### src/rtl/data_mem_responder.sv
// Data-memory responder: word-addressed RAM behind an IDLE/WAIT/ACCESS FSM with
// programmable wait states, a one-cycle ready pulse and an error flag. Define DMEM_ZERO_WAIT_EN to bypass WAIT.
module data_mem_responder #(
    parameter logic [31:0] BASE_ADDR   = 32'h10010000,
    parameter int          DEPTH_LOG2  = 7,
    parameter int          WAIT_STATES = 1
) (
    input  logic        clk,
    input  logic        rst,
    input  logic        MemRead,
    input  logic        MemWrite,
    input  logic [31:0] dAddress,
    input  logic [31:0] dWriteData,
    output logic [31:0] dReadData,
    output logic        mem_ready,
    output logic        mem_err
);

    localparam int          DEPTH     = 1 << DEPTH_LOG2;
    localparam logic [29:0] BASE_WORD = BASE_ADDR[31:2];
    localparam logic [3:0]  WAIT_INIT = (WAIT_STATES == 0) ? 4'd0 : 4'(WAIT_STATES - 1);
`ifdef DMEM_ZERO_WAIT_EN
    localparam bit SKIP_WAIT = 1'b1;
`else
    localparam bit SKIP_WAIT = (WAIT_STATES == 0);
`endif

    typedef enum logic [1:0] {
        ST_IDLE,
        ST_WAIT,
        ST_ACCESS
    } state_t;

    state_t      state_reg, state_next;
    logic [3:0]  cnt_reg, cnt_next;
    logic [31:0] addr_reg, addr_next;
    logic [31:0] wdata_reg, wdata_next;
    logic        rd_reg, rd_next;
    logic        wr_reg, wr_next;
    logic [31:0] rdata_next;
    logic        ready_next;
    logic        err_next;

    logic [31:0] ram [DEPTH];

    // BASE_ADDR is word aligned, so the word offset is exactly off[31:2].
    logic [29:0]           off_word;
    logic                  in_range;
    logic                  access_err;
    logic [DEPTH_LOG2-1:0] idx;
    logic                  ram_we;

    always_comb begin
        off_word   = addr_reg[31:2] - BASE_WORD;
        in_range   = (addr_reg >= BASE_ADDR) && ({2'b00, off_word} < 32'(DEPTH));
        access_err = (addr_reg[1:0] != 2'b00) || !in_range || (rd_reg && wr_reg);
        idx        = off_word[DEPTH_LOG2-1:0];
        ram_we     = (state_reg == ST_ACCESS) && wr_reg && !access_err;
    end

    always_comb begin
        state_next = state_reg;
        cnt_next   = cnt_reg;
        addr_next  = addr_reg;
        wdata_next = wdata_reg;
        rd_next    = rd_reg;
        wr_next    = wr_reg;
        rdata_next = dReadData;
        ready_next = 1'b0;
        err_next   = 1'b0;
        case (state_reg)
            ST_IDLE: begin
                if (MemRead || MemWrite) begin
                    addr_next  = dAddress;
                    wdata_next = dWriteData;
                    rd_next    = MemRead;
                    wr_next    = MemWrite;
                    if (SKIP_WAIT) begin
                        state_next = ST_ACCESS;
                    end else begin
                        state_next = ST_WAIT;
                        cnt_next   = WAIT_INIT;
                    end
                end
            end
            ST_WAIT: begin
                if (cnt_reg == 4'd0) begin
                    state_next = ST_ACCESS;
                end else begin
                    cnt_next = cnt_reg - 4'd1;
                end
            end
            ST_ACCESS: begin
                ready_next = 1'b1;
                err_next   = access_err;
                if (access_err) begin
                    rdata_next = 32'd0;
                end else if (rd_reg) begin
                    rdata_next = ram[idx];
                end
                state_next = ST_IDLE;
            end
            default: begin
                state_next = ST_IDLE;
            end
        endcase
    end

    always_ff @(posedge clk or negedge rst) begin
        if (!rst) begin
            state_reg <= ST_IDLE;
            cnt_reg   <= 4'd0;
            addr_reg  <= 32'd0;
            wdata_reg <= 32'd0;
            rd_reg    <= 1'b0;
            wr_reg    <= 1'b0;
            dReadData <= 32'd0;
            mem_ready <= 1'b0;
            mem_err   <= 1'b0;
        end else begin
            state_reg <= state_next;
            cnt_reg   <= cnt_next;
            addr_reg  <= addr_next;
            wdata_reg <= wdata_next;
            rd_reg    <= rd_next;
            wr_reg    <= wr_next;
            dReadData <= rdata_next;
            mem_ready <= ready_next;
            mem_err   <= err_next;
        end
    end

    // RAM is never cleared; a reset forces IDLE so a pending write can't commit.
    always_ff @(posedge clk) begin
        if (ram_we) begin
            ram[idx] <= wdata_reg;
        end
    end

endmodule

### config.mk
export PLATFORM = sky130hd
export DESIGN_NAME = data_mem_responder
export DESIGN_NICKNAME = d
export VERILOG_FILES = /design/src/rtl/data_mem_responder.sv
export SDC_FILE = /design/constraint.sdc
export NUM_CORES = 2
export LEC_CHECK = 0
export CORE_ASPECT_RATIO = 1.2
export CORE_MARGIN = 10
export CORE_UTILIZATION = 40
export CTS_BUF_LIST = sky130_fd_sc_hd__clkbuf_4
export CTS_CLUSTER_DIAMETER = 50
export CTS_CLUSTER_SIZE = 16
export DETAILED_ROUTE_END_ITERATION = 16
export GPL_TIMING_DRIVEN = 1
export PLACE_DENSITY = 0.6
export REMOVE_ABC_BUFFERS = 1
export SLEW_MARGIN = 25
export SYNTH_ARGS = -nofsm -noshare
export SYNTH_HDL_FRONTEND = slang
export SYNTH_SLANG_ARGS = --single-unit
### constraint.sdc
create_clock -name clk -period 7.9 [get_ports clk]
set_clock_uncertainty 0.2 [all_clocks]
set_input_delay 1.58 -clock clk [delete_from_list [all_inputs] [get_ports clk]]
set_output_delay 1.58 -clock clk [all_outputs]
set_load 0.01 [all_outputs]
==> flow_metrics.py <==
metrics = {
    "outcome": {
        "status": "finished clean",
    },
    "timing": {
        "setup_viol": 0,
        "period_minus_slack_ps": 5420,
        "fin_ws_ps": 2480,
        "fin_crit_sh": 0.686,
        "worst_slew_pin_slew_ps": 1310,
        "timing.slew.headroom": 0.127,
        "rsz0062_at_grt": "false",
        "drv_slew": 0,
        "final-hold-violation-count": 0,
        "fmax_ghz": 0.185,
        "whs_ps": 294,
        "finalSetupTns_ps": 0,
    },
    "floorplanning": {
        "die_w_um": 603,
        "die_area_mm2": 0.434,
        "start_util": 0.402,
        "io_pins": 102,
        "core_area_mm2": 0.406,
        "die_h_um": 720,
        "placementRows": 256,
    },
    "drt": {
        "drc": 0,
        "ant_nets": 0,
        "vias": 91516,
        "viasPerCell": 6.33,
        "first_pass_iters": 9,
        "drt_iter0_drc": 15393,
        "post_drt_wl_per_cell_um": 38.9,
        "drt_wl_total_mm": 563,
    },
    "final_layout": {
        "drive_above_1_share": 0.242,
        "regMostFlops": "ram",
        "finalNonFillerCells": 14467,
        "layout_common_cells": "edfxtp_1 (4096), nand2_1 (502), mux4_2 (485)",
        "largest_reg_flops": 4096,
        "nFillCells": 34948,
        "final_util": 0.438,
        "area_delta_synth_final_pct": 8.94,
        "layout_commonest_cell": "edfxtp_1",
        "layout.nets": 8854,
        "stdcell_area_mm2": 0.178,
    },
    "setup_path": {
        "path_cells": "buf_4 -> inv_8 -> buf_12 -> buf_4 -> mux2i_1 -> o21ai_0 -> nor2_1 -> nor4_2 -> nor3_1 -> o31ai_1",
        "worst_path_max_delay_cell": "nor3_1",
        "start_kind": "register",
        "path_common_cell": "buf_4",
        "crit_family": "buffers and inverters",
        "critPathMaxStageDelay_ps": 930,
        "crit_fanout": 56,
        "worst-path-buf-inv": 4,
        "required_ps": 9050,
        "critical_path_arrival_ps": 6560,
        "crit_type": "register to register",
        "end_kind": "register",
    },
    "pwr": {
        "total_power_mw": 64.0,
        "power.leakage_nw": 54.5,
        "cellPowerDensity_mw_per_mm2": 360,
        "ir_drop_mv": 0.289,
    },
    "flow_run": {
        "maxCapViolCount": 0,
    },
    "global_route": {
        "track_usage": 0.250,
        "grt_max_degree": 111,
        "antenna_found_initial": 49,
        "grt_pass1_wl_mm": 760,
        "grt_pass1_vias": 88113,
        "gr-total-overflow": 0,
    },
    "synthesis": {
        "ys_types": 91,
        "syn_area_mm2": 0.163,
        "async_flop_share": 0.0252,
        "synth_ff_type": "edfxtp_1",
        "synth_edf_count": 4096,
        "ys_ff_latch": 4202,
        "synth-seq-area-share": 0.770,
        "postSynthAreaPerCell_um2": 19.3,
        "yosysWarnings": 0,
        "synthesis.instances": 8470,
    },
    "placed_design": {
        "numPortBuffers": 101,
        "pre_cts_ws_ps": 2680,
        "place_area_mm2": 0.173,
        "hpwl_mm": 338,
        "dp.cells": 13834,
        "gp_congestion": 0.972,
    },
    "clocking": {
        "h-tree-depth": 5,
        "cts_root_buf": "clkbuf_4",
        "path_clk_slew_ps": 150,
        "post-cts-setup-buffer-count": 0,
        "max-clock-path-buffers": 4,
        "post_cts_resized": 0,
        "cts_buffers": 357,
        "cts.sinks": 4202,
        "cts_tree": "done",
        "clk_latency_ps": 1480,
    },
    "hold_path": {
        "worstHoldPathType": "register to register",
    },
}
## worst paths after layout
kind / from / end / slack (ps) / cells after the start
worst min register to register: state_reg[1] / state_reg[1] / 290 / 1
min in group asynchronous: rst / addr_reg[31] / 450 / 2
worst max register to register: addr_reg[2] / dReadData[20] / 2480 / 10
worst max-delay path: addr_reg[2] / dReadData[20] / 2480 / 10
worst min-delay path: state_reg[1] / state_reg[1] / 290 / 1
max in group asynchronous: rst / addr_reg[2] / 5450 / 3
## cell families after synthesis
family,share of synthesized area
compound gates,0.0602
xor+xnor,0.000161
fa+ha+maj,0.000153
buf+inv,0.0250
flops,0.770
mux,0.118
simple gates,0.0271
## cell usage after synthesis (24+ instances only)
library cell     n  area, um2
a22oi_1         25        188
buf_2          132        661
dfrtp_1        106       2650
o21ai_0        194        971
a211oi_1        69        518
buf_4          106        796
a221oi_1        47        412
edfxtp_1      4096     123000
mux4_2         485      10900
mux2i_1        237       2370
buf_6          125       1410
nand2_1        509       1910
mux4_1          26        683
a2111oi_0       41        359
clkbuf_1       131        492
nor2_1         339       1270
o22ai_1        405       2530
a21oi_1        239       1200
nand3_1         41        205
nor3_1          49        245
o211ai_1        24        180
o221ai_1       172       1510
mux2_2         466       5250
## layer usage
metal,vias to the layer above,part of all wire,GRT usage
met5,-,0.00031,0
met4,26,0.081,0.161
met3,1422,0.12,0.0700
met2,6709,0.44,0.375
met1,47911,0.36,0.320
li1,35448,-,-
## final cells by class
cell class                      count  area [um2]  area share
Tap cell                         5418        6780      0.0381
Clock inverter                    179        1940      0.0109
Inverter                           12        65.1    0.000366
Multi-Input combinational cell   3710       34900       0.196
Sequential cell                  4202      126000       0.707
Antenna cell                       35        87.6    0.000492
Clock buffer                      410        3080      0.0173
Timing Repair Buffer              501        5210      0.0293
## where the power goes
part           internal, mW  leakage [nW]  switching (mW)
sequential             27.8          38.4            2.04
clock                  3.58          2.74            7.40
combinational          6.35          13.3            16.8
## repair_timing
| item | CTS | global route |
|---|---|---|
| endpoints found under the hold margin | 66 | 0 |
| endpoints found under the setup margin | 0 | 0 |
| hold buffers | 1 | 0 |
(Power assumes the default switching activity.)
